### config.mk
export PLATFORM = sky130hd
export DESIGN_NAME = rx_cmd_decoder
export DESIGN_NICKNAME = d
export VERILOG_FILES = /design/src/rtl/rx_cmd_pkg.sv /design/src/rtl/frame_timeout_cnt.sv /design/src/rtl/rx_cmd_decoder.sv
export SDC_FILE = /design/constraint.sdc
export NUM_CORES = 1
export LEC_CHECK = 0
export ABC_CLOCK_PERIOD_IN_PS = 2600
export BUFFER_PORTS_ARGS = -buffer_cell sky130_fd_sc_hd__clkbuf_2
export CAP_MARGIN = 25
export CORE_UTILIZATION = 54
export CTS_CLUSTER_SIZE = 14
export DETAILED_ROUTE_END_ITERATION = 10
export PLACE_DENSITY = 0.85
export SLEW_MARGIN = 0
export SYNTH_ARGS = -nofsm -noshare
export SYNTH_HDL_FRONTEND = slang
export SYNTH_HIERARCHICAL = 1
export SYNTH_SLANG_ARGS = --single-unit
export TNS_END_PERCENT = 50
### constraint.sdc
create_clock -name CLK_CMD -period 2.6 [get_ports CLK_CMD]
set_input_delay 0.26 -clock CLK_CMD [delete_from_list [all_inputs] [get_ports CLK_CMD]]
set_output_delay 0.26 -clock CLK_CMD [all_outputs]
set_load 0.02 [all_outputs]
### src/rtl/rx_cmd_pkg.sv
// Shared constants and state encoding for the UART command-frame decoder.
// Opcodes are the first byte of every frame; operand addresses feed the ALU.
package rx_cmd_pkg;

    localparam logic [7:0] WR_CMD      = 8'hAA;
    localparam logic [7:0] RD_CMD      = 8'hBB;
    localparam logic [7:0] ALU_OP_CMD  = 8'hCC;
    localparam logic [7:0] ALU_NOP_CMD = 8'hDD;

    localparam int OPA_ADDR = 0;
    localparam int OPB_ADDR = 1;

    typedef enum logic [2:0] {
        ST_IDLE    = 3'd0,
        ST_WR_ADDR = 3'd1,
        ST_WR_DATA = 3'd2,
        ST_RD_ADDR = 3'd3,
        ST_ALU_A   = 3'd4,
        ST_ALU_B   = 3'd5,
        ST_ALU_FUN = 3'd6
    } cmd_state_e;

endpackage

### src/rtl/frame_timeout_cnt.sv
// Inter-byte watchdog: counts idle cycles inside a frame and flags expiry
// on the cycle the count sits at TIMEOUT_CYCLES-1.
module frame_timeout_cnt #(
    parameter int TIMEOUT_CYCLES = 4096
) (
    input  logic clk,
    input  logic rst_n,
    input  logic clear,
    input  logic run,
    output logic expire
);

    localparam int CW = $clog2(TIMEOUT_CYCLES);
    localparam logic [CW-1:0] LAST = CW'(TIMEOUT_CYCLES - 1);

    logic [CW-1:0] cnt;

    // A clear in the expiry cycle means a byte arrived in time; no expiry.
    assign expire = run && !clear && (cnt == LAST);

    always_ff @(posedge clk or negedge rst_n) begin
        if (!rst_n) begin
            cnt <= '0;
        end else if (clear || expire) begin
            cnt <= '0;
        end else if (run) begin
            cnt <= cnt + 1'b1;
        end
    end

endmodule

### src/rtl/rx_cmd_decoder.sv
// Assembles UART bytes into command frames and issues one-cycle register-file
// and ALU strobes; aborts on bad bytes, unknown opcodes or inter-byte timeout.
module rx_cmd_decoder
    import rx_cmd_pkg::*;
#(
    parameter int DATA_LENGTH    = 8,
    parameter int ADDR_WIDTH     = 4,
    parameter int TIMEOUT_CYCLES = 4096
) (
    input  logic                   CLK_CMD,
    input  logic                   RST_CMD,
    input  logic [DATA_LENGTH-1:0] P_DATA_CMD,
    input  logic                   data_valid_CMD,
    input  logic                   parity_error_CMD,
    input  logic                   stop_error_CMD,
    output logic                   WrEn_CMD,
    output logic                   RdEn_CMD,
    output logic [ADDR_WIDTH-1:0]  Address_CMD,
    output logic [DATA_LENGTH-1:0] WrData_CMD,
    output logic                   ALU_EN_CMD,
    output logic [3:0]             ALU_FUN_CMD,
    output logic                   frame_err_CMD,
    output logic                   cmd_busy_CMD
);

    cmd_state_e state, state_d;

    logic byte_ok, byte_bad, expire;
    logic wr_d, rd_d, alu_d, ferr_d;
    logic [ADDR_WIDTH-1:0]  addr_lat, addr_lat_d, addr_d;
    logic [DATA_LENGTH-1:0] wdata_d;
    logic [3:0]             fun_d;

    assign byte_ok  = data_valid_CMD && !parity_error_CMD && !stop_error_CMD;
    assign byte_bad = data_valid_CMD && (parity_error_CMD || stop_error_CMD);

    frame_timeout_cnt #(
        .TIMEOUT_CYCLES(TIMEOUT_CYCLES)
    ) u_timeout (
        .clk    (CLK_CMD),
        .rst_n  (RST_CMD),
        .clear  (byte_ok || (state == ST_IDLE)),
        .run    (state != ST_IDLE),
        .expire (expire)
    );

    always_ff @(posedge CLK_CMD or negedge RST_CMD) begin
        if (!RST_CMD) begin
            state <= ST_IDLE;
        end else begin
            state <= state_d;
        end
    end

    always_comb begin
        state_d    = state;
        addr_lat_d = addr_lat;
        addr_d     = Address_CMD;
        wdata_d    = WrData_CMD;
        fun_d      = ALU_FUN_CMD;
        wr_d       = 1'b0;
        rd_d       = 1'b0;
        alu_d      = 1'b0;
        ferr_d     = 1'b0;

        if (state == ST_IDLE) begin
            // Errored bytes between frames are silently dropped.
            if (byte_ok) begin
                if (P_DATA_CMD == DATA_LENGTH'(WR_CMD)) begin
                    state_d = ST_WR_ADDR;
                end else if (P_DATA_CMD == DATA_LENGTH'(RD_CMD)) begin
                    state_d = ST_RD_ADDR;
                end else if (P_DATA_CMD == DATA_LENGTH'(ALU_OP_CMD)) begin
                    state_d = ST_ALU_A;
                end else if (P_DATA_CMD == DATA_LENGTH'(ALU_NOP_CMD)) begin
                    state_d = ST_ALU_FUN;
                end else begin
                    ferr_d = 1'b1;
                end
            end
        end else if (byte_ok) begin
            // A good byte always beats a coincident timeout expiry.
            case (state)
                ST_WR_ADDR: begin
                    addr_lat_d = P_DATA_CMD[ADDR_WIDTH-1:0];
                    state_d    = ST_WR_DATA;
                end
                ST_WR_DATA: begin
                    wr_d    = 1'b1;
                    addr_d  = addr_lat;
                    wdata_d = P_DATA_CMD;
                    state_d = ST_IDLE;
                end
                ST_RD_ADDR: begin
                    rd_d    = 1'b1;
                    addr_d  = P_DATA_CMD[ADDR_WIDTH-1:0];
                    state_d = ST_IDLE;
                end
                ST_ALU_A: begin
                    wr_d    = 1'b1;
                    addr_d  = ADDR_WIDTH'(OPA_ADDR);
                    wdata_d = P_DATA_CMD;
                    state_d = ST_ALU_B;
                end
                ST_ALU_B: begin
                    wr_d    = 1'b1;
                    addr_d  = ADDR_WIDTH'(OPB_ADDR);
                    wdata_d = P_DATA_CMD;
                    state_d = ST_ALU_FUN;
                end
                ST_ALU_FUN: begin
                    alu_d   = 1'b1;
                    fun_d   = P_DATA_CMD[3:0];
                    state_d = ST_IDLE;
                end
                default: begin
                    state_d = ST_IDLE;
                end
            endcase
        end else if (byte_bad || expire) begin
            state_d = ST_IDLE;
            ferr_d  = 1'b1;
        end
    end

    always_ff @(posedge CLK_CMD or negedge RST_CMD) begin
        if (!RST_CMD) begin
            WrEn_CMD      <= 1'b0;
            RdEn_CMD      <= 1'b0;
            ALU_EN_CMD    <= 1'b0;
            frame_err_CMD <= 1'b0;
            cmd_busy_CMD  <= 1'b0;
            Address_CMD   <= '0;
            WrData_CMD    <= '0;
            ALU_FUN_CMD   <= '0;
            addr_lat      <= '0;
        end else begin
            WrEn_CMD      <= wr_d;
            RdEn_CMD      <= rd_d;
            ALU_EN_CMD    <= alu_d;
            frame_err_CMD <= ferr_d;
            cmd_busy_CMD  <= (state_d != ST_IDLE);
            Address_CMD   <= addr_d;
            WrData_CMD    <= wdata_d;
            ALU_FUN_CMD   <= fun_d;
            addr_lat      <= addr_lat_d;
        end
    end

endmodule

# Word-level counts from Yosys, hierarchy flattened
# Index checks and enable logic that the tools add are counted.
[totals]
latchBits = 0
memories = 0
regBits = 40
mem_bits_ro = 0
input_bits = 13
output_inout_bits = 21
wordCells = 75
ram_bits = 0
[classes]
order_cmp = 0
n_eq_ne = 11
shifts = 0
n_reduce_logical = 22
addsub = 1
n_mul = 0
n_mux = 29
bitwise = 1
n_div = 0
[ops]
columns = ["cell", "count"]
rows = [
  ["equality test 8 bit (second input constant)", 4],
  ["2-to-1 mux 12 bit", 2],
  ["2-to-1 mux 3 bit", 8],
  ["2-to-1 mux 1 bit", 17],
  ["one-hot mux 4 bit (4 select lines)", 1],
  ["adder 12 x 1 -> 12 bit (second input constant)", 1],
  ["equality test 12 bit (second input constant)", 1],
  ["AND reduction 3 bit", 4],
  ["equality test 3 bit (second input constant)", 3],
  ["one-hot mux 3 bit (3 select lines)", 1],
  ["equality test 3 x 2 -> 1 bit (second input constant)", 2],
  ["nonzero test 3 bit", 2],
  ["logical AND 1 bit", 5],
  ["logical OR 1 bit", 4],
  ["nonzero test 4 bit", 1],
  ["equality test 3 x 1 -> 1 bit (second input constant)", 1],
  ["logical NOT 1 bit", 3],
  ["logical NOT 3 bit", 1],
  ["OR reduction 3 bit", 1],
  ["nonzero test 2 bit", 1],
  ["NOT 1 bit", 1],
]

# Depth between registers and ports, before layout
# Gate-level depths: netlist of run 1.
[logic_depth]
depth_word = 12
depth_mapped = 11
mapped_depth_nobuf = 10

# Cells and area by module
# The synthesis of run 1 kept the hierarchy.
[modules_own_cells]
columns = ["module", "n_inst", "cells_per_inst", "area_each_um2"]
rows = [
  ["rx_cmd_decoder", 1, 109, 1280.0],
  ["frame_timeout_cnt", 1, 56, 596.8],
]

# Worst setup path before layout of run 1
# OpenSTA, ideal clock, no wires.
[synth_path]
kind = "register to register"
start = "register state[2]"
end = "register cmd_busy_CMD"
stages_incl_launch_ff = 12
path_buffers = 1
setup_ns = 0.131
required_ns = 2.469
setup_slack_ns = 0.621
arrival_ns = 1.848
period_less_slack_ns = 1.979
cell_sequence = "dfrtp_1 -> clkbuf_2 -> nor3_4 -> inv_1 -> and3_4 -> and3_4 -> nand3_1 -> nor2_1 -> nor2_1 -> o21ai_0 -> o21ai_0 -> or3_1"
[synth_via]
elab_chain_cells = 10
word_cells_on_any_way = 20
cone_classes = "eq/ne: 3; mux: 9; reduce/logical: 8"
[synth_lines]
columns = ["item", "line_no", "text"]
rows = [
  ["start: declaration", "rx_cmd_decoder.sv:26", "cmd_state_e state, state_d;"],
  ["start signal: assignment", "rx_cmd_decoder.sv:51", "state <= state_d;"],
  ["logical NOT 3 bit", "rx_cmd_decoder.sv:42", ".clear (byte_ok || (state == ST_IDLE)),"],
  ["logical OR 1 bit", "rx_cmd_decoder.sv:42", ""],
  ["logical NOT 1 bit", "frame_timeout_cnt.sv:19", "assign expire = run && !clear && (cnt == LAST);"],
  ["logical AND 1 bit * (2 in series)", "frame_timeout_cnt.sv:19", ""],
  ["via expire", "rx_cmd_decoder.sv:28", "logic byte_ok, byte_bad, expire;"],
  ["logical OR 1 bit *", "rx_cmd_decoder.sv:120", "end else if (byte_bad || expire) begin"],
  ["2-to-1 mux 3 bit *", "rx_cmd_decoder.sv:120", ""],
  ["2-to-1 mux 3 bit *", "rx_cmd_decoder.sv:81", "end else if (byte_ok) begin"],
  ["2-to-1 mux 3 bit *", "rx_cmd_decoder.sv:66", "if (state == ST_IDLE) begin"],
  ["via state_d[2]", "rx_cmd_decoder.sv:26", ""],
  ["nonzero test 3 bit *", "rx_cmd_decoder.sv:142", "cmd_busy_CMD <= (state_d != ST_IDLE);"],
  ["end signal: assignment", "rx_cmd_decoder.sv:142", ""],
  ["end: declaration", "rx_cmd_decoder.sv:23", "output logic cmd_busy_CMD"],
]
# Mark *: on every way through the listed nets, which the timed path passes. The rest lies on a longest branch.
# A chain may end at the register's enable or synchronous reset.

# Worst setup path in the final report of run 1
[layout_path]
start = "register state[0]"
end = "register cmd_busy_CMD"
# Same word-level chain as after synthesis.

==> impl_summary.txt, run 1 <==
----------------------------------------------------
[Timing]
  Maximum operating frequency ... 435 MHz
  Period minus WS final ... 2.30 ns
  Setup repair after global routing missed its margin ... no
  Total negative setup slack ... 0 ns
  Actual slew at the worst max-slew pin ... 0.938 ns
  Fraction of the cycle the final worst path needs ... 0.884
  Worst slew margin relative to its limit ... 0.374
  Final Hold Slack ... approximately 0.024 ns
  Number of failing setup endpoints in the final timing report ... 0
  Final Skew ... approximately 0.015 ns
  Number of pins exceeding their max-slew limit in the final report ... 0
  Number of endpoints with negative hold slack in the final report ... 0

[Finish]
  Antenna Diode Count ... 0
  Area growth syn-to-layout ... 13.3%
  Post-Route Utilization ... 0.637
  Number of non-filler instances in the completed layout ... 247
  Proportion of layout cells with a drive suffix above 1 ... 0.338
  NumNets Final ... ~210

[Clock tree]
  H-tree depth ... 2
  Skew-Pair Late Insertion Delay ... ~0.36 ns
  Clock tree from TritonCTS ... done
  Post_cts resized ... 0
  Post-CTS setup buffer count ... 0
  CTS max path bufs ... 2
  Hold bufs inserted after CTS ... 0
  CTS Buf Count ... 5
  CTS root buffer ... sky130_fd_sc_hd__clkbuf_4
  CTS sink cnt ... 40
  Clock slew seen by the registers of the worst setup and hold paths ... 0.12 ns

[Pwr]
  Power Density ... around 630 nW/um^2
  Total Power ... 1.34 mW
  Static leakage ... 1.03 nW
  Peak ir drop on the vdd network ... 454 uV

[Die]
  Die outline height ... 61.0 um
  Die Wd ... 61.0 um
  Die Footprint ... 3720 sq um
  Starting density of the core ... 0.562
  FP Rows ... 21
  Core region area ... 3340 sq um
  I/O Pins ... 34

[Logic synthesis]
  Prevailing post-synth register cell ... sky130_fd_sc_hd__dfrtp_1
  Fraction of post-synthesis cell area in the top cell type by area ... 0.533
  Area contributors post-synth ... sky130_fd_sc_hd__dfrtp_1, sky130_fd_sc_hd__mux2_2, sky130_fd_sc_hd__nor2_1
  Flop and latch count out of synthesis ... 40
  Syn Std Cell Area ... 1880 sq um
  Most used standard cells in the synthesized netlist ... sky130_fd_sc_hd__dfrtp_1, sky130_fd_sc_hd__nor2_1, sky130_fd_sc_hd__mux2_2
  Number of flops mapped to enable cells by yosys ... 0
  Syn avg cell area ... 11.4 sq um
  Cell with the most instances after synthesis ... sky130_fd_sc_hd__dfrtp_1
  Synth async-reset ratio ... 1.00
  Library cell with the largest summed area after synthesis ... sky130_fd_sc_hd__dfrtp_1
  Count of yosys warnings during synthesis ... 6
  Number of distinct library cell variants in the gate-level netlist after synthesis ... 37
  Gate count of the mapped netlist ... about 170
  Syn Nets ... 179
  Post-synthesis sequential area ratio ... 0.533

[Placed design]
  Number of placed cells counting well taps ... 239
  Post-DP HPWL ... 2460 um
  PortBufs ... 33
  Routability Congestion ... 0.792

[Setup path]
  Type of element launching the critical path ... flip-flop
  Kind of critical path ... reg2reg
  Arrival time at the worst endpoint ... 2.53 ns
  Required time at the worst-slack endpoint ... 2.84 ns
  Biggest fanout along the worst timing path ... 10
  Reg2Reg Depth ... 10
  Endpoint type of the worst setup path ... flip-flop

[Detailed routing]
  Vias per inst ... 5.32
  DR DRC count ... 0
  Routed wirelength normalized by instance count ... around 14 um
  Wire length reported by the detailed router ... about 3500 um
  Initial DRT Pass Iterations ... 4
  Post-route ant nets ... 0
  Total via count in the routed design ... approximately 1,300
  Violation count after the first detailed-routing iteration ... 57

[Global routing]
  Maximum number of pins on one net before global-route repair ... 41
  Total global routing track utilization ... 0.216
  Overflow left after global routing ... 0
  First-pass GRT wire length ... 5640 um
  Via count of the first global-routing pass ... 1,194
  Number of antenna violations at the first check in global routing ... 0

[Run status]
  Outcome ... finished, final reports clean

[Hold path]
  Worst Hold Class ... in2async

[Flow run]
  Count of maximum capacitance violations ... 0

----------------------------------------------------
registers in the layout (all words and copies together) (netlist names), 3 cells and up:
name / flops
addr_lat: 4
Address_CMD: 4
state: 3
u_timeout/cnt: 12
ALU_FUN_CMD: 4
WrData_CMD: 8
through the flow:
stage	cell area, sq um	setup WS (ns)
detailed placement	2070	0.380
finish	2130	0.301
CTS	2130	0.328
global placement	2070	0.471
floorplan	1880	0.621
global route	2130	0.178
metal layers:
layer  wire length, um  vias up  global-route usage
met5                 0        -                   0
met4                57        0              0.0844
met3               132        7              0.0725
met2              1600       24               0.306
met1              1750      635               0.306
li1                  -      647                   -
logic make-up after synthesis:
kind of cell,count (synthesis),synth area share
compound gates,21,0.0687
xor+xnor,13,0.0607
flops,40,0.533
simple gates,60,0.193
fa+ha+maj,1,0.00667
buf+inv,12,0.0307
mux,18,0.107
worst max-delay path, stage by stage (launching register included):
cell	delay [ns]
sky130_fd_sc_hd__dfrtp_1	0.57
sky130_fd_sc_hd__nor3_4	0.11
sky130_fd_sc_hd__inv_1	0.19
sky130_fd_sc_hd__and3_4	0.24
sky130_fd_sc_hd__and3_4	0.20
sky130_fd_sc_hd__nand3_1	0.07
sky130_fd_sc_hd__nor2_1	0.12
sky130_fd_sc_hd__nor2_1	0.08
sky130_fd_sc_hd__o21ai_0	0.16
sky130_fd_sc_hd__o21ai_0	0.14
sky130_fd_sc_hd__or3_1	0.32
placed cells by master, fill, tap and decap left out, types with 2 or more instances in the layout:
cell | synthesis | layout
sky130_fd_sc_hd__nand4_1 | 6 | 6
sky130_fd_sc_hd__a21oi_1 | 3 | 3
sky130_fd_sc_hd__nand2b_1 | 2 | 2
sky130_fd_sc_hd__o211ai_1 | 2 | 2
sky130_fd_sc_hd__mux2_2 | 17 | 17
sky130_fd_sc_hd__nand2_1 | 10 | 10
sky130_fd_sc_hd__and3_4 | 2 | 2
sky130_fd_sc_hd__clkbuf_4 | 0 | 5
sky130_fd_sc_hd__o21ai_0 | 8 | 8
sky130_fd_sc_hd__xnor2_1 | 4 | 4
sky130_fd_sc_hd__dfrtp_1 | 40 | 40
sky130_fd_sc_hd__xor2_1 | 9 | 9
sky130_fd_sc_hd__nor2_1 | 22 | 22
sky130_fd_sc_hd__nor3_4 | 2 | 2
sky130_fd_sc_hd__a31oi_1 | 3 | 3
sky130_fd_sc_hd__inv_1 | 7 | 7
sky130_fd_sc_hd__clkbuf_1 | 0 | 2
sky130_fd_sc_hd__and4bb_2 | 2 | 2
sky130_fd_sc_hd__clkbuf_2 | 1 | 33
sky130_fd_sc_hd__nand3_1 | 4 | 4
worst paths after layout:
kind,start,to,slack (ns)
max,state[0],cmd_busy_CMD,0.30
min,RST_CMD,addr_lat[1],0.02
max reg2reg,state[0],cmd_busy_CMD,0.30
min reg2reg,Address_CMD[2],Address_CMD[2],0.50
max in group asynchronous,RST_CMD,WrEn_CMD,1.98
min in group CLK_CMD,P_DATA_CMD[6],WrData_CMD[6],0.18
layout make-up:
| type | count | area (sq um) |
|---|---|---|
| flip-flops and latches | 40 | 1000 |
| fillers | 291 | 1210 |
| clock buffers | 8 | 58.8 |
| inverters | 7 | 26.3 |
| multi-input cells | 113 | 818 |
| repair buffers | 33 | 165 |
| well taps | 46 | 57.6 |
power by group:
part | internal (mW) | switching [mW] | total, mW
sequential | 0.680 | 0.0399 | 0.720
clock | 0.133 | 0.191 | 0.324
combinational | 0.110 | 0.183 | 0.293
(Power assumes the default switching activity.)
==> run 2, diff against run 1 <==
--- a/config.mk
+++ b/config.mk
@@ -8,6 +8,7 @@
 export ABC_CLOCK_PERIOD_IN_PS = 2600
 export BUFFER_PORTS_ARGS = -buffer_cell sky130_fd_sc_hd__clkbuf_2
 export CAP_MARGIN = 25
+export CORE_MARGIN = 4
 export CORE_UTILIZATION = 54
 export CTS_CLUSTER_SIZE = 14
 export DETAILED_ROUTE_END_ITERATION = 10
==> impl_summary.txt, run 2 (same netlist as run 1, synthesis figures left out) <==
----------------------------------------------------
[Timing]
  Worst slew margin relative to its limit ... 0.712 (+0.337)
  Number of pins exceeding their max-slew limit in the final report ... 0 (unchanged)
  Actual slew at the worst max-slew pin ... 0.426 ns (-0.512 ns)
  Fraction of the cycle the final worst path needs ... 0.880 (-0.00384)
  Final WS setup ... 0.311 ns (+0.00998 ns)
  Number of failing setup endpoints in the final timing report ... 0 (unchanged)
  Setup repair after global routing missed its margin ... no
  Final Skew ... 0.0134 ns (-0.00150 ns)
  Number of endpoints with negative hold slack in the final report ... 0 (unchanged)
  Period minus WS final ... 2.29 ns (-0.00998 ns)
  Maximum operating frequency ... 437 MHz (+0.44%)
  Total negative setup slack ... 0 ns (unchanged)

[Detailed routing]
  Post-route ant nets ... 0 (unchanged)
  Initial DRT Pass Iterations ... 4 (unchanged)
  Routed wirelength normalized by instance count ... 13.9 um (-3.0%)
  Wire length reported by the detailed router ... 3470 um (-2.2%)
  Vias per inst ... 5.39 (+1.4%)
  Total via count in the routed design ... 1,342 (+2.2%)
  DR DRC count ... 0 (unchanged)
  Violation count after the first detailed-routing iteration ... 69 (+21%)

[Finish]
  Area growth syn-to-layout ... 16.5%
  Most common cell after layout, fill and taps aside ... sky130_fd_sc_hd__dfrtp_1
  Max FFs per register ... 12 (unchanged)
  Antenna Diode Count ... 0 (unchanged)
  Number of non-filler instances in the completed layout ... 249 (+0.81%)
  Finished layout cell area ... 2190 sq um (+2.8%)
  Proportion of layout cells with a drive suffix above 1 ... 0.350 (+0.0114)
  NumNets Final ... 216 (+0.93%)
  Commonest cells after routing, fill and taps aside ... sky130_fd_sc_hd__dfrtp_1, sky130_fd_sc_hd__clkbuf_2, sky130_fd_sc_hd__nor2_1, sky130_fd_sc_hd__mux2_2, sky130_fd_sc_hd__nand2_1
  Leading registers by flop count ... u_timeout/cnt x12, WrData_CMD x8
  Register with the highest flop count ... u_timeout/cnt
  Multi-input gate area ... 818 sq um (unchanged)
  Filler cell count ... 269 (-7.6%)
  Reg area ... 1000 sq um (unchanged)

[Setup path]
  Reg2Reg Setup Slack ... 0.31 ns (about the same)
  Endpoint type of the worst setup path ... flip-flop
  Crit path largest cell delay ... 0.56 ns (about the same)
  Arrival time at the worst endpoint ... 2.51 ns (-0.02 ns)
  Required time at the worst-slack endpoint ... 2.82 ns (-0.02 ns)
  CP max-delay cell ... sky130_fd_sc_hd__dfrtp_1
  Cell Chain, Critical Path ... nor3_4 > inv_1 > and3_4 > and3_4 > nand3_1 > nor2_1 > nor2_1 > o21ai_0 > o21ai_0 > or3_1
  Type of element launching the critical path ... flip-flop
  Biggest fanout along the worst timing path ... 10 (unchanged)
  Kind of critical path ... reg2reg

[Hold path]
  Worst Hold Class ... in2reg

[Run status]
  Outcome ... finished, final reports clean

[Global routing]
  Overflow left after global routing ... 0 (unchanged)
  Number of antenna violations at the first check in global routing ... 0 (unchanged)
  Via count of the first global-routing pass ... 1,277 (+7.0%)
  Total global routing track utilization ... 0.173 (-0.0426)
  First-pass GRT wire length ... 5800 um (+2.8%)
  Maximum number of pins on one net before global-route repair ... 41 (unchanged)

[Die]
  Core region area ... 3340 sq um (unchanged)
  Starting density of the core ... 0.562 (unchanged)
  Die outline height ... 67.0 um (+9.8%)
  I/O Pins ... 34 (unchanged)
  FP Rows ... 21 (unchanged)
  Die Footprint ... 4480 sq um (+21%)
  Die Wd ... 67.0 um (+9.8%)

[Clock tree]
  CTS Buf Count ... 5 (unchanged)
  CTS sink cnt ... 40 (unchanged)
  Skew-Pair Late Insertion Delay ... 0.34 ns (-0.02 ns)
  Clock tree from TritonCTS ... done
  CTS root buffer ... sky130_fd_sc_hd__clkbuf_4
  Clock slew seen by the registers of the worst setup and hold paths ... 0.12 ns (about the same)
  H-tree depth ... 2 (unchanged)
  CTS max path bufs ... 2 (unchanged)

[Placed design]
  PortBufs ... 33 (unchanged)
  Post-DP HPWL ... 2610 um (+5.7%)
  Number of placed cells counting well taps ... 239 (unchanged)
  Routability Congestion ... 0.792 (about the same)
  Post-DP Area ... 2070 sq um (unchanged)
  Worst Setup Slack post-DPL ... 0.353 ns (-0.0272 ns)

[Pwr]
  Power Density ... 649 nW/um^2 (+3.3%)
  Peak ir drop on the vdd network ... 460 uV (+1.3%)
  Total Power ... 1.42 mW (+6.1%)
  Static leakage ... 1.06 nW (+2.5%)

[Flow run]
  Count of maximum capacitance violations ... 0 (unchanged)

----------------------------------------------------
[run 2: final timing paths]
check	startpoint	endpoint	cells after the start
setup / recovery	state[0]	cmd_busy_CMD	10
hold / removal	P_DATA_CMD[6]	WrData_CMD[6]	2
setup reg to reg	state[0]	cmd_busy_CMD	10
hold reg to reg	Address_CMD[3]	Address_CMD[3]	2
max in group asynchronous	RST_CMD	u_timeout/cnt[4]	3
min in group asynchronous	RST_CMD	Address_CMD[3]	2
[run 2: layout make-up]
type,count,share of cell area
flip-flops and latches,40,0.458
multi-input cells,113,0.374
repair buffers,35,0.0927
well taps,46,0.0263
clock inverters,3,0.0195
clock buffers,5,0.0172
inverters,7,0.0120
[run 2: what timing repair did]
| item | in CTS | in global routing |
|---|---|---|
| setup buffers | 0 | 0 |
| resized for setup | 0 | 0 |
| hold endpoints to repair | 0 | 15 |
| hold buffers | 0 | 1 |
[run 2: worst max-delay path, delay by kind of cell (launching register included)]
kind	cells	cell delay (ns)
buffers and inverters	1	0.18
and+or+nand+nor	7	1.13
AOI/OAI and AO/OA	2	0.29
DFF	1	0.56
[run 2: report_power, final]
| group | switching, mW | total (mW) | internal (mW) | leakage (nW) |
|---|---|---|---|---|
| clock | 0.199 | 0.399 | 0.201 | 0.0412 |
| combinational | 0.184 | 0.299 | 0.115 | 0.468 |
| sequential | 0.0403 | 0.720 | 0.680 | 0.549 |
[run 2: metal layers]
metal / vias to the layer above / track usage / routed length [um]
met5: - / 0 / 0
met4: 0 / 0.0532 / 46
met3: 5 / 0.0573 / 194
met2: 34 / 0.272 / 1630
met1: 649 / 0.225 / 1600
li1: 654 / - / -
[run 2: per-stage QoR]
step,utilization,hold slack [ns]
detailed placement,0.620,0.454
floorplan,-,-0.0356
global placement,0.620,0.450
CTS,0.644,0.0651
global route,0.655,0.141
finish,0.655,0.171
==> run 3, diff against run 2 <==
--- a/config.mk
+++ b/config.mk
@@ -8,11 +8,13 @@
 export ABC_CLOCK_PERIOD_IN_PS = 2600
 export BUFFER_PORTS_ARGS = -buffer_cell sky130_fd_sc_hd__clkbuf_2
 export CAP_MARGIN = 25
+export CELL_PAD_IN_SITES_DETAIL_PLACEMENT = 0
+export CELL_PAD_IN_SITES_GLOBAL_PLACEMENT = 2
 export CORE_MARGIN = 4
-export CORE_UTILIZATION = 54
+export CORE_UTILIZATION = 35
 export CTS_CLUSTER_SIZE = 14
 export DETAILED_ROUTE_END_ITERATION = 10
-export PLACE_DENSITY = 0.85
+export PLACE_DENSITY = 0.84
 export SLEW_MARGIN = 0
 export SYNTH_ARGS = -nofsm -noshare
 export SYNTH_HDL_FRONTEND = slang
==> impl_summary.txt, run 3 (same netlist as run 1, synthesis figures left out) <==
----------------------------------------------------
[Finish]
  Antenna Diode Count ... 0 (unchanged)
  Commonest cells after routing, fill and taps aside ... sky130_fd_sc_hd__dfrtp_1, sky130_fd_sc_hd__clkbuf_2, sky130_fd_sc_hd__nor2_1, sky130_fd_sc_hd__mux2_2, sky130_fd_sc_hd__nand2_1
  NumNets Final ... 216 (unchanged)
  Post-Route Utilization ... 0.432 (-0.223)
  Proportion of layout cells with a drive suffix above 1 ... 0.350 (unchanged)
  Leading registers by flop count ... u_timeout/cnt x12, WrData_CMD x8
  Most common cell after layout, fill and taps aside ... sky130_fd_sc_hd__dfrtp_1
  Register with the highest flop count ... u_timeout/cnt
  Area growth syn-to-layout ... 18.3%
  Max FFs per register ... 12 (unchanged)

[Die]
  Die Footprint ... 6600 sq um (+47%)
  Die outline height ... 81.2 um (+21%)
  Die Wd ... 81.2 um (+21%)
  FP Rows ... 26 (+24%)
  Core region area ... 5140 sq um (+54%)
  Starting density of the core ... 0.365 (-0.197)
  I/O Pins ... 34 (unchanged)

[Flow run]
  Count of maximum capacitance violations ... 0 (unchanged)

[Setup path]
  Type of element launching the critical path ... flip-flop
  Kind of critical path ... reg2reg
  Cell Chain, Critical Path ... nor3_4 > inv_1 > and3_4 > and3_4 > nand3_1 > nor2_1 > nor2_1 > o21ai_0 > o21ai_0 > or3_1
  Reg2Reg Setup Slack ... 0.31 ns (about the same)
  Endpoint type of the worst setup path ... flip-flop
  Capture point of the worst reg-to-reg path ... cmd_busy_CMD
  R2R Path Start ... state[0]
  Crit path largest cell delay ... 0.56 ns (about the same)
  CP max-delay cell ... sky130_fd_sc_hd__dfrtp_1
  Required time at the worst-slack endpoint ... 2.77 ns (-0.05 ns)
  Biggest fanout along the worst timing path ... 10 (unchanged)
  Arrival time at the worst endpoint ... 2.46 ns (-0.05 ns)
  Reg2Reg Depth ... 10 (unchanged)

[Timing]
  Worst slew margin relative to its limit ... 0.739 (+0.0276)
  Number of failing setup endpoints in the final timing report ... 0 (unchanged)
  Number of endpoints with negative hold slack in the final report ... 0 (unchanged)
  Maximum operating frequency ... 438 MHz (+0.17%)
  Final Skew ... 0.00564 ns (-0.00774 ns)
  Period minus WS final ... 2.29 ns (-0.00397 ns)
  Setup repair after global routing missed its margin ... no
  Total negative setup slack ... 0 ns (unchanged)
  Number of pins exceeding their max-slew limit in the final report ... 0 (unchanged)
  Fraction of the cycle the final worst path needs ... 0.879 (-0.00153)
  Actual slew at the worst max-slew pin ... 0.390 ns (-0.0359 ns)

[Clock tree]
  Clock slew seen by the registers of the worst setup and hold paths ... 0.08 ns (-0.04 ns)
  CTS Buf Count ... 5 (unchanged)
  CTS root buffer ... sky130_fd_sc_hd__clkbuf_8
  CTS sink cnt ... 40 (unchanged)
  Post-CTS setup buffer count ... 0 (unchanged)
  Clock tree from TritonCTS ... done
  CTS max path bufs ... 2 (unchanged)
  Post_cts resized ... 0 (unchanged)
  H-tree depth ... 2 (unchanged)
  Skew-Pair Late Insertion Delay ... 0.29 ns (-0.05 ns)

[Run status]
  Outcome ... finished, final reports clean

[Global routing]
  Total global routing track utilization ... 0.132 (-0.0415)
  Maximum number of pins on one net before global-route repair ... 41 (unchanged)
  Via count of the first global-routing pass ... 1,335 (+4.5%)
  First-pass GRT wire length ... 6420 um (+11%)
  Number of antenna violations at the first check in global routing ... 0 (unchanged)
  Overflow left after global routing ... 0 (unchanged)

[Placed design]
  Routability Congestion ... 0.788 (-0.40%)
  PortBufs ... 33 (unchanged)
  Post-DP HPWL ... 2790 um (+7.1%)

[Detailed routing]
  Violation count after the first detailed-routing iteration ... 90 (+30%)
  DR DRC count ... 0 (unchanged)
  Initial DRT Pass Iterations ... 4 (unchanged)
  Routed wirelength normalized by instance count ... 14.1 um (+1.2%)
  Vias per inst ... 4.85 (-10%)
  Total via count in the routed design ... 1,323 (-1.4%)
  Wire length reported by the detailed router ... 3850 um (+11%)
  Post-route ant nets ... 0 (unchanged)

[Hold path]
  Capture endpoint of the worst hold path ... WrData_CMD[5]
  Cell depth of the worst hold path ... 2 (unchanged)
  Startpoint of the tightest hold check path ... P_DATA_CMD[5]
  Worst Hold Class ... in2reg

[Pwr]
  Peak ir drop on the vdd network ... 251 uV (-45%)
  Power Density ... 649 nW/um^2 (about the same)
  Static leakage ... 1.07 nW (+0.61%)

----------------------------------------------------
run 3: cell types whose count changed in the layout (fill, tap and decap cells not counted), sizes merged:
| cell | delta |
|---|---|
| bufinv | -1 |
| clkbuf | +1 |
| clkinv | +1 |
| clkinvlp | -1 |
run 3: worst max-delay path by stage:
stage	endpoint	cells after the start	startpoint	slack, ns
2_1_floorplan	cmd_busy_CMD	11	state[2]	0.62
3_3_place_gp	cmd_busy_CMD	10	state[0]	0.43
3_5_place_dp	cmd_busy_CMD	10	state[0]	0.35
4_1_cts	cmd_busy_CMD	10	state[0]	0.29
5_1_grt	cmd_busy_CMD	10	state[0]	0.03
6_report	cmd_busy_CMD	10	state[0]	0.31
run 3: per-layer routing:
layer,vias to the layer above,global-route usage,share of wire
li1,649,-,-
met1,639,0.163,0.44
met2,26,0.208,0.49
met3,9,0.0410,0.048
met4,0,0.0625,0.021
met5,-,0,0
run 3: timing repair:
action	CTS	global route
endpoints found under the setup margin	0	0
hold endpoints to repair	0	5
hold buffers	0	1
run 3: layout make-up:
cell class / instances / area (sq um)
fill: 529 / 2920
sequential: 40 / 1000
multi-input combinational: 113 / 818
timing repair buffer: 35 / 195
tap: 70 / 87.6
clock buffer: 6 / 82.6
inverter: 7 / 26.3
clock inverter: 2 / 10.0
run 3: power by group:
part / switching (mW) / internal, mW / leakage, nW
combinational: 0.184 / 0.114 / 0.465
clock: 0.212 / 0.212 / 0.0510
sequential: 0.0394 / 0.680 / 0.549
total: 0.435 / 1.01 / 1.07
run 3: worst max-delay path: cells and delay by family, from the launching register on:
family / cells / cell delay [ns]
simple gates: 7 / 1.12
compound gates: 2 / 0.28
buf+inv: 1 / 0.18
flops: 1 / 0.56
run 3: through the flow:
stage               setup WS (ns)  hold WS [ns]  power (mW)  cell area (sq um)  instances
finish                      0.315         0.236        1.44               2220        273
global route               0.0281         0.241        1.52               2220        273
CTS                         0.293         0.158        1.46               2190        271
detailed placement          0.350         0.470        1.03               2100        263
global placement            0.430         0.460        1.03               2100        263
floorplan                   0.621       -0.0356       0.925               1880        165
